[src/rtl/pb_debounce_multi.sv]
// Multi-channel push-button conditioner: per-channel 2-flop synchroniser, shared sample tick,
// SAMPLES-deep qualification window, and one-cycle press / release / long-press pulses.
module pb_debounce_multi #(
  parameter int N_CH       = 4,
  parameter int CLK_DIV    = 50000,
  parameter int SAMPLES    = 8,
  parameter int HOLD_TICKS = 1000
) (
  input  logic            clk_i,
  input  logic            rst_i,
  input  logic [N_CH-1:0] button_i,
  output logic [N_CH-1:0] button_out_o,
  output logic [N_CH-1:0] press_o,
  output logic [N_CH-1:0] release_o,
  output logic [N_CH-1:0] long_press_o,
  output logic            tick_o
);

  localparam int DIV_W = (CLK_DIV > 1) ? $clog2(CLK_DIV) : 1;
  localparam int HC_W  = $clog2(HOLD_TICKS + 1);
  localparam logic [DIV_W-1:0] DIV_LAST = DIV_W'(CLK_DIV - 1);
  localparam logic [HC_W-1:0]  HOLD_MAX = HC_W'(HOLD_TICKS);

  logic [N_CH-1:0]  s1_q;
  logic [N_CH-1:0]  s2_q;
  logic [DIV_W-1:0] div_q;
  logic [DIV_W-1:0] div_d;
  logic             tick;

  assign tick   = (div_q == DIV_LAST);
  assign div_d  = tick ? '0 : div_q + 1'b1;
  assign tick_o = tick;

  always_ff @(posedge clk_i) begin
    if (rst_i) begin
      s1_q  <= '0;
      s2_q  <= '0;
      div_q <= '0;
    end else begin
      s1_q  <= button_i;
      s2_q  <= s1_q;
      div_q <= div_d;
    end
  end

  for (genvar gi = 0; gi < N_CH; gi++) begin : g_ch
    // The oldest sample of the window is shifted out without ever being read,
    // so only SAMPLES-1 history bits are stored; the newest comes straight from s2.
    logic [SAMPLES-2:0] hist_q;
    logic [SAMPLES-2:0] hist_d;
    logic [SAMPLES-1:0] win;
    logic               lvl_q, lvl_d;
    logic               press_q, press_d;
    logic               rel_q, rel_d;
    logic               lp_q, lp_d;
    logic [HC_W-1:0]    hc_q, hc_d, hc_inc;

    assign win    = {hist_q, s2_q[gi]};
    assign hc_inc = hc_q + 1'b1;

    always_comb begin
      hist_d  = hist_q;
      lvl_d   = lvl_q;
      press_d = 1'b0;
      rel_d   = 1'b0;
      lp_d    = 1'b0;
      hc_d    = lvl_q ? hc_q : '0;
      if (tick) begin
        hist_d = win[SAMPLES-2:0];
        if (&win && !lvl_q) begin
          lvl_d   = 1'b1;
          press_d = 1'b1;
          hc_d    = '0;
        end else if (~|win && lvl_q) begin
          // A release on the tick that would have fired long_press wins.
          lvl_d = 1'b0;
          rel_d = 1'b1;
          hc_d  = '0;
        end else if (lvl_q && (hc_q < HOLD_MAX)) begin
          hc_d = hc_inc;
          lp_d = (hc_inc == HOLD_MAX);
        end
      end
    end

    always_ff @(posedge clk_i) begin
      if (rst_i) begin
        hist_q  <= '0;
        lvl_q   <= 1'b0;
        press_q <= 1'b0;
        rel_q   <= 1'b0;
        lp_q    <= 1'b0;
        hc_q    <= '0;
      end else begin
        hist_q  <= hist_d;
        lvl_q   <= lvl_d;
        press_q <= press_d;
        rel_q   <= rel_d;
        lp_q    <= lp_d;
        hc_q    <= hc_d;
      end
    end

    assign button_out_o[gi] = lvl_q;
    assign press_o[gi]      = press_q;
    assign release_o[gi]    = rel_q;
    assign long_press_o[gi] = lp_q;
  end

endmodule

[config.mk]
export PLATFORM = sky130hd
export DESIGN_NAME = pb_debounce_multi
export DESIGN_NICKNAME = d
export VERILOG_FILES = /design/src/rtl/pb_debounce_multi.sv
export SDC_FILE = /design/constraint.sdc
export NUM_CORES = 1
export LEC_CHECK = 0
export CAP_MARGIN = 20
export CORE_AREA = 2 2 101 103
export CTS_CLUSTER_SIZE = 20
export DETAILED_ROUTE_END_ITERATION = 12
export DIE_AREA = 0 0 103 105
export PLACE_DENSITY = 0.74
export SYNTH_ARGS = -nofsm -noshare
export SYNTH_HDL_FRONTEND = slang
export SYNTH_SLANG_ARGS = --single-unit
[constraint.sdc]
create_clock -name clk_i -period 1.8 [get_ports clk_i]
set_input_delay 0.36 -clock clk_i [delete_from_list [all_inputs] [get_ports clk_i]]
set_output_delay 0.36 -clock clk_i [all_outputs]
set_load 0.005 [all_outputs]
### Word-level counts from Yosys, hierarchy flattened

Index checks and enable logic that the tools add are counted.

| word-level totals | value |
|---|---|
| flip-flop bits (word level) | 108 |
| input port bits | 6 |
| output and inout bits | 17 |
| logic and storage cells | 128 |

| cells by class | value |
|---|---|
| add/sub/neg operators | 5 |
| magnitude comparators | 4 |
| eq/ne operators | 5 |
| muxes and demuxes | 36 |
| bitwise logic cells | 5 |
| reductions and logical operators | 46 |

Operators with widths:

| cell | count |
|---|---|
| $mux W10 | 20 |
| $add A10 B1 Y10 const B | 4 |
| $eq A10 B10 Y1 const B | 4 |
| $lt A10 B10 Y1 const B | 4 |
| $reduce_and A8 Y1 | 4 |
| $reduce_or A8 Y1 | 4 |
| $reduce_or A5 Y1 | 4 |
| $add A16 B1 Y16 const B | 1 |
| $eq A16 B16 Y1 const B | 1 |
| $mux W1 | 16 |
| $logic_and A1 B1 Y1 | 12 |
| $reduce_or A3 Y1 | 4 |
| $logic_not A1 Y1 | 8 |
| $reduce_and A2 Y1 | 4 |
| $reduce_bool A2 Y1 | 4 |
| $not A1 Y1 | 5 |
| $reduce_or A2 Y1 | 2 |

### Depth between registers and ports, before layout

Gate-level depths: netlist of the first run.

| logic depth | value |
|---|---|
| depth in word-level cells | 6 |
| gate-level depth with buffers | 8 |

### Least setup slack after synthesis of the first run

OpenSTA, ideal clock, no wires.

| timing | value |
|---|---|
| kind | flip-flop to flip-flop |
| start | register g_ch[3].hc_q[0] |
| end | register g_ch[3].lp_q |
| arrival | 1729 ps |
| path slack | -32 ps |
| stages on the path, launching flop included | 8 |
| path buffers | 1 |
| period minus slack after synthesis | 1832 ps |
| cell sequence | dfxtp_1 > ha_1 > and4_1 > clkbuf_1 > or3b_2 > o21ai_0 > a32oi_1 > a2111oi_2 |

| on the way | value |
|---|---|
| word-level cells in the longest chain between the ends | 4 |
| elaborated cells between the ends (all ways) | 6 |
| classes of those cells | 1 x add/sub; 1 x order compare; 1 x eq/ne; 1 x bitwise; 2 x reduce/logical |

Ends and longest elaborated chain:

| element | RTL line | RTL |
|---|---|---|
| from (decl) | 56 | `logic [HC_W-1:0] hc_q, hc_d, hc_inc;` |
| from (signal assigned) | 93 | `hc_q <= '0;` |
| from (signal assigned) | 100 | `hc_q <= hc_d;` |
| branches (longest 4 deep; another with $add A10 B1 Y10) | -- |  |
| to (signal assigned) | 99 | `lp_q <= lp_d;` |
| to (decl) | 55 | `logic lp_q, lp_d;` |

Parallel ways; which one is timed is not known.
A chain may end at the register's enable or synchronous reset.

### Final worst setup path of the first run

| timing | value |
|---|---|
| start | register div_q[5] |
| end | register g_ch[3].hc_q[4] |

| on the way | value |
|---|---|
| word-level cells in the longest chain between the ends | 2 |

Ends and longest elaborated chain:

| element | RTL line | RTL |
|---|---|---|
| from (decl) | 26 | `logic [DIV_W-1:0] div_q;` |
| from (signal assigned) | 42 | `div_q <= div_d;` |
| $eq A16 B16 Y1 | 30 | `assign tick = (div_q == DIV_LAST);` |
| $mux W10 | 68 | `if (tick) begin` |

No other way between the ends.

==> reports/results.tsv, run 1 <==
stage	metric	value	unit
setup_path	Buf/Inv on CP	2	
sta	Final setup viols	0	
clock_tree	clock latency at the later pin of the worst-skew pair	360	ps
sta	Final period util	0.9761	
grt	largest net degree at the start of global routing	32	
grt	first-pass GRT wire length	18750	microns
clock_tree	clk slew on worst S/H paths	100	ps
floorplan	Chip Width	103	microns
grt	grt total ovfl	0	
setup_path	FF-to-FF setup slack	40	ps
place	Placer Congestion	0.9262	
grt	vias in the first global route	4228	
finish	synthesis-to-layout area growth	21.07	%
pwr	static leakage	2.101	nW
sta	setup ws final	43.05	ps
floorplan	# IOs	23	
floorplan	Die Y	105	microns
logic_synthesis	yosys warns	0	
setup_path	critical path class	reg -> reg	
setup_path	R2R cell count	6	
setup_path	CP arrival	2040	ps
logic_synthesis	register area share after synthesis	0.4219	
logic_synthesis	Async S/R FF share, synth	0	
setup_path	Critical Path Max Stage Delay	400	ps
grt	grt met3 use	0.04749	
finish	most common cell after layout, fill and taps aside	dfxtp_1	
setup_path	CP dominant cell by count	buf_6	
sta	Hold Fails Final Rpt	0	
route	final wirelength	11490	microns
sta	hold slack	452.1	ps
finish	most frequent cells in the layout	98 x dfxtp_1, 91 x nand2_1, 74 x a21oi_1	
logic_synthesis	syn_nets	657	
finish	Final Net Count	703	
clock_tree	clock sink count	108	
grt	Total GRT Usage	0.2105	
sta	slew at the pin closest to its max-slew limit	564.7	ps
logic_synthesis	syn avg cell area	7.933	sq um
route	Via-to-Cell Ratio	5.752	
clock_tree	CTS tree	built	
pwr	total power	4.011	mW
logic_synthesis	top cells by area, synth	dfxtp_1 42%, a21oi_1 7.2%, nand2_1 6.7%	
floorplan	core area	9639	sq um
logic_synthesis	Synth Flop Type	dfxtp_1	
logic_synthesis	area leader, netlist	dfxtp_1	
route	first drt pass iteration count	5	
pwr	pwr dens	646.5	nW/um^2
place	Cells after DPL	799	
pwr	IR drop worst, VDD	0.4866	mV
sta	Max Clk Rate	569.2	MHz
setup_path	RR Startpoint	div_q[5]	
finish	filler instances	804	
setup_path	reg2reg end	g_ch[3].hc_q[4]	
place	I/O Buffers	22	
grt	grt peak-use layer	met2	
sta	Slew HR	0.6195	
route	Final ANT Viol Nets	0	
sta	clock period minus worst slack	1757	ps
setup_path	Crit path max-delay family	simple AND/OR/NAND/NOR gates	
grt	grt met1 use	0.2823	
worst_hold_path	hold path depth	1	
clock_tree	clk root buf	clkbuf_8	
floorplan	num rows	36	
sta	total negative slack	0	ps
setup_path	Worst path slowest cell	or4_4	
route	Post-route DRC	0	
finish	share of layout cells above drive strength 1	0.1707	
finish	number of inserted diodes	0	
route	WL/cell	13.84	microns
setup_path	Critical Path Start Type	register	
sta	RSZ-0062 raised after global routing	yes	
grt	initial antenna violation count	0	
sta	fin. max-slew vios	0	
outcome	status	finished, final reports clean	
logic_synthesis	Post-Synthesis Cells	646	
worst_hold_path	hold path start	s1_q[2]	
logic_synthesis	Netlist cell types	55	
route	vias after detailed routing	4774	
clock_tree	CTS Buffer Depth	2	
floorplan	Initial Util	0.5317	
clock_tree	TritonCTS Buffers	9	
setup_path	Critical Path RT	2080	ps
logic_synthesis	Post-synth EDFFs	0	
setup_path	Worst setup EP type	register	
grt	grt met2 use	0.3353	
finish	fin cells	830	
logic_synthesis	FF+latch count, synth	108	
worst_hold_path	Worst Hold Class	reg -> reg	
place	HPWL after detailed placement	7689	microns
clock_tree	CTS Hold Bufs	0	
logic_synthesis	Synth top area share	0.4219	
setup_path	CP Max Fanout	4	
route	1st-iter DRT viols	297	
setup_path	worst-path cell chain	nor4_4 > nand4_4 > buf_6 > buf_6 > or4_4 > a31oi_1	
sta	clock skew	8.640	ps
worst_hold_path	Endpoint, Worst Hold	s2_q[2]	
place	setup slack at placement	-9.704	ps
logic_synthesis	Synth Cell Area	5125	sq um
clock_tree	H-tree depth	3	
floorplan	Die ar.	10820	sq um
job	max cap viols	0	
## area by class of cell
cell class	instances	area [sq um]	area share
repair buffers	89	848.3	0.1367
clock buffers	12	155.1	0.02501
flip-flops and latches	108	2175	0.3505
well taps	133	166.4	0.02682
multi-input cells	478	2785	0.4489
inverters	6	27.53	0.004436
clock inverters	4	47.55	0.007663
## kinds of logic (layout without fill, tap and decap cells)
kind of cell | after synthesis | after routing | share of synthesized area
xor gates and xnor gates | 17 | 17 | 0.02905
AOI/OAI and AO/OA | 147 | 147 | 0.1665
adders and majority gates | 5 | 5 | 0.01221
buffers and inverters | 60 | 111 | 0.05981
muxes | 5 | 5 | 0.01001
and+or+nand+nor | 304 | 304 | 0.3005
DFF | 108 | 108 | 0.4219
## per-stage QoR
step             util  instance area [sq um]
3_5_place_dp   0.5884                   5672
6_report       0.6437                   6205
4_1_cts        0.6197                   5973
3_3_place_gp   0.5884                   5672
2_1_floorplan       -                   5127
5_1_grt        0.6437                   6205
## per-layer routing
layer | vias up | wire length [microns] | part of all wire
li1 | 2382 | - | -
met1 | 2248 | 5213 | 0.45
met2 | 133 | 5592 | 0.49
met3 | 11 | 563 | 0.049
met4 | 0 | 116 | 0.010
met5 | - | 0 | 0
## flip-flops by register name, summed over array words and instances (netlist names)
register      count
div_q            16
g_ch.lp_q         4
g_ch.press_q      4
s2_q              4
g_ch.hist_q      28
g_ch.lvl_q        4
s1_q              4
g_ch.hc_q        40
g_ch.rel_q        4
## cells in the mapped netlist, types with 3 or more instances
| cell type | instances |
|---|---|
| nand3b_1 | 8 |
| inv_1 | 5 |
| dfxtp_1 | 108 |
| clkbuf_1 | 20 |
| nand2_1 | 92 |
| nor2_1 | 66 |
| o21ai_0 | 28 |
| xnor2_1 | 10 |
| a21oi_1 | 74 |
| buf_4 | 16 |
| nor4_1 | 10 |
| nand3_1 | 27 |
| a31oi_1 | 13 |
| and2_1 | 5 |
| xor2_1 | 7 |
| mux2i_1 | 4 |
| a41oi_1 | 7 |
| a22oi_1 | 7 |
| nand4_1 | 16 |
| buf_2 | 15 |
| o211ai_1 | 3 |
| nand2b_1 | 9 |
| and4_1 | 6 |
| or4_1 | 9 |
| ha_1 | 5 |
| nor2b_1 | 10 |
| and3_1 | 12 |
| nor3_1 | 21 |
## timing repair
item | CTS | global route
gates cloned | 0 | 2
resized for setup | 19 | 33
setup buffers | 5 | 8
setup endpoints to repair | 7 | 37
pin swaps | 12 | 13
## how the worst max path moves through the flow
stage | startpoint | to | slack [ps] | cells after the start
6_report | div_q[5] | g_ch[3].hc_q[4] | 40 | 6
5_1_grt | div_q[5] | g_ch[3].lp_q | -40 | 8
4_1_cts | div_q[12] | tick_o | -30 | 4
3_5_place_dp | div_q[1] | tick_o | -10 | 5
3_3_place_gp | div_q[1] | tick_o | 20 | 5
2_1_floorplan | g_ch[3].hc_q[0] | g_ch[3].lp_q | 8 | 7
## report_power, final
part	internal, mW	switching [mW]
registers	2.40	0.00905
logic	0.0514	0.0563
clock network	0.716	0.776
total	3.17	0.842
Note: power is estimated with default switching activity, not from simulation.
==> run 2: changes to the inputs <==
Settings changed: TNS_END_PERCENT set to 1.
==> run 2 against run 1 <==
  * Critical path depth up 4
  * Clock power about the same
  * Maximum frequency is 1.9% lower
  * Sequential cell count did not move
  * Sequential share of layout area hardly changed
  * Clock skew fell by 1.6 ps
  * Critical endpoint is now g_ch[3].hc_q[1]
==> reports/results.tsv, run 2 (synthesized netlist as in run 1, its figures left out) <==
stage	metric	value	unit	change
pwr	pwr dens	645.1	nW/um^2	was 646.5 nW/um^2
job	max cap viols	0		unchanged
route	vias after detailed routing	4703		was 4774
finish	Storage cell area	2177	sq um	was 2175 sq um
outcome	status	finished, final reports clean		unchanged
setup_path	Critical Path RT	2040	ps	was 2080 ps
sta	clock period minus worst slack	1791	ps	was 1757 ps
floorplan	core area	9639	sq um	unchanged
finish	Final Net Count	698		was 703
sta	RSZ-0062 raised after global routing	yes		unchanged
finish	Final Core Density	0.6440		was 0.6437
finish	max reg flops	40		unchanged
pwr	IR drop worst, VDD	0.4827	mV	was 0.4866 mV
sta	Final period util	0.9947		was 0.9761
sta	total negative slack	0	ps	unchanged
worst_hold_path	hold path depth	1		unchanged
route	Via-to-Cell Ratio	5.701		was 5.752
clock_tree	H-tree depth	3		unchanged
sta	Slew HR	0.6137		was 0.6195
place	Cell Area, Placed	5672	sq um	unchanged
floorplan	Die ar.	10820	sq um	unchanged
pwr	total power	4.004	mW	was 4.011 mW
setup_path	worst-path cell chain	and4bb_2 > nand4_4 > clkinv_4 > buf_4 > buf_4 > and3_4 > buf_4 > buf_4 > a22oi_1 > nor2_1		was nor4_4 > nand4_4 > buf_6 > buf_6 > or4_4 > a31oi_1
grt	first-pass GRT wire length	18930	microns	was 18750 microns
route	final wirelength	11390	microns	was 11490 microns
route	WL/cell	13.81	microns	was 13.84 microns
clock_tree	CTS Buffer Depth	2		unchanged
finish	most common cell after layout, fill and taps aside	dfxtp_1		unchanged
sta	Max Clk Rate	558.5	MHz	was 569.2 MHz
sta	slew at the pin closest to its max-slew limit	573.4	ps	was 564.7 ps
route	Final ANT Viol Nets	0		unchanged
setup_path	CP Max Fanout	4		unchanged
worst_hold_path	hold path start	s1_q[2]		unchanged
setup_path	WP depth	10		was 6
route	first drt pass iteration count	5		unchanged
grt	Total GRT Usage	0.2127		was 0.2105
setup_path	CP arrival	2030	ps	was 2040 ps
clock_tree	clock sink count	108		unchanged
setup_path	RR Startpoint	div_q[13]		was div_q[5]
sta	Final setup viols	0		unchanged
finish	area of the multi-input gates	2836	sq um	was 2785 sq um
setup_path	Critical Path Start Type	register		unchanged
floorplan	Initial Util	0.5317		unchanged
finish	filler instances	812		was 804
setup_path	Critical Path Max Stage Delay	350	ps	was 400 ps
finish	number of inserted diodes	0		unchanged
place	HPWL after detailed placement	7689	microns	unchanged
clock_tree	CTS tree	built		unchanged
setup_path	reg2reg end	g_ch[3].hc_q[1]		was g_ch[3].hc_q[4]
grt	vias in the first global route	4237		was 4228
setup_path	Worst path slowest cell	dfxtp_1		was or4_4
setup_path	Worst setup EP type	register		unchanged
finish	most frequent cells in the layout	98 x dfxtp_1, 92 x nand2_1, 73 x a21oi_1		was 98 x dfxtp_1, 91 x nand2_1, 74 x a21oi_1
clock_tree	TritonCTS Buffers	9		unchanged
grt	largest net degree at the start of global routing	32		unchanged
floorplan	Die Y	105	microns	unchanged
finish	share of layout cells above drive strength 1	0.1749		was 0.1707
route	1st-iter DRT viols	257		was 297
floorplan	num rows	36		unchanged
floorplan	Chip Width	103	microns	unchanged
setup_path	FF-to-FF setup slack	9	ps	was 40 ps
grt	initial antenna violation count	0		unchanged
finish	Post-Layout Inst Area	6207	sq um	was 6205 sq um
setup_path	R2R cell count	10		was 6
finish	Largest regs	g_ch.hc_q x40, g_ch.hist_q x28, div_q x16		unchanged
clock_tree	clk root buf	clkbuf_8		unchanged
place	Placer Congestion	0.9262		unchanged
clock_tree	clk slew on worst S/H paths	90	ps	was 100 ps
setup_path	Buf/Inv on CP	5		was 2
clock_tree	clock latency at the later pin of the worst-skew pair	360	ps	about the same
sta	clock skew	7.030	ps	was 8.640 ps
sta	fin. max-slew vios	0		unchanged
clock_tree	CTS Hold Bufs	0		unchanged
finish	synthesis-to-layout area growth	21.12	%	was 21.07%
place	I/O Buffers	22		unchanged
setup_path	critical path class	reg -> reg		unchanged
worst_hold_path	Endpoint, Worst Hold	s2_q[2]		unchanged
pwr	static leakage	2.078	nW	was 2.101 nW
route	Post-route DRC	0		unchanged
sta	hold slack	445.8	ps	was 452.1 ps
setup_path	Crit path max-delay family	simple AND/OR/NAND/NOR gates		unchanged
grt	grt total ovfl	0		unchanged
worst_hold_path	Worst Hold Class	reg -> reg		unchanged
floorplan	# IOs	23		unchanged
sta	Hold Fails Final Rpt	0		unchanged
finish	largest reg by FF count	g_ch.hc_q		unchanged
setup_path	CP dominant cell by count	buf_4		was buf_6
[run 2: cell types whose count changed in the layout (fill, tap and decap cells not counted), sizes merged]
cell  delta
buf      -5
[run 2: worst max-delay path by stage]
stage	from	end	slack, ps
6_report	div_q[13]	g_ch[3].hc_q[1]	9
5_1_grt	div_q[5]	g_ch[3].hc_q[0]	-80
4_1_cts	div_q[12]	g_ch[3].hc_q[3]	-30
3_5_place_dp	div_q[1]	tick_o	-10
3_3_place_gp	div_q[1]	tick_o	20
2_1_floorplan	g_ch[3].hc_q[0]	g_ch[3].lp_q	8
[run 2: metrics by stage]
| stage | instances | setup slack, ps |
|---|---|---|
| after floorplan | 646 | 8.341 |
| after global placement | 799 | 16.36 |
| after detailed placement | 799 | -9.704 |
| after CTS | 818 | -31.98 |
| after global routing | 825 | -77.46 |
| final | 825 | 9.457 |
[run 2: timing repair]
item	CTS	global route
setup buffers	3	5
gates cloned	0	2
setup endpoints to repair	7	35
pin swaps	7	20
resized for setup	21	40
[run 2: per-layer routing]
metal  share of wire  track usage
met1            0.46       0.2831
met2            0.49       0.3367
met3           0.040      0.05017
met4          0.0097      0.07049
met5               0            0
[run 2: cell type report]
type,count,share of cell area
timing repair buffer,84,0.1284
inverter,6,0.004435
multi-input combinational,478,0.4570
clock buffer,12,0.02500
clock inverter,4,0.007660
sequential,108,0.3507
tap,133,0.02681
[run 2: worst reg2reg max path, stage by stage (launching register included)]
cell and delay, ps:
dfxtp_1 350, and4bb_2 270, nand4_4 120, clkinv_4 60, buf_4 130, buf_4 150, and3_4 160, buf_4 130
buf_4 120, a22oi_1 130, nor2_1 50
[run 2: report_power, final]
group | switching [mW] | internal [mW] | total, mW
sequential | 0.00891 | 2.40 | 2.41
clock | 0.771 | 0.716 | 1.49
combinational | 0.0565 | 0.0514 | 0.108
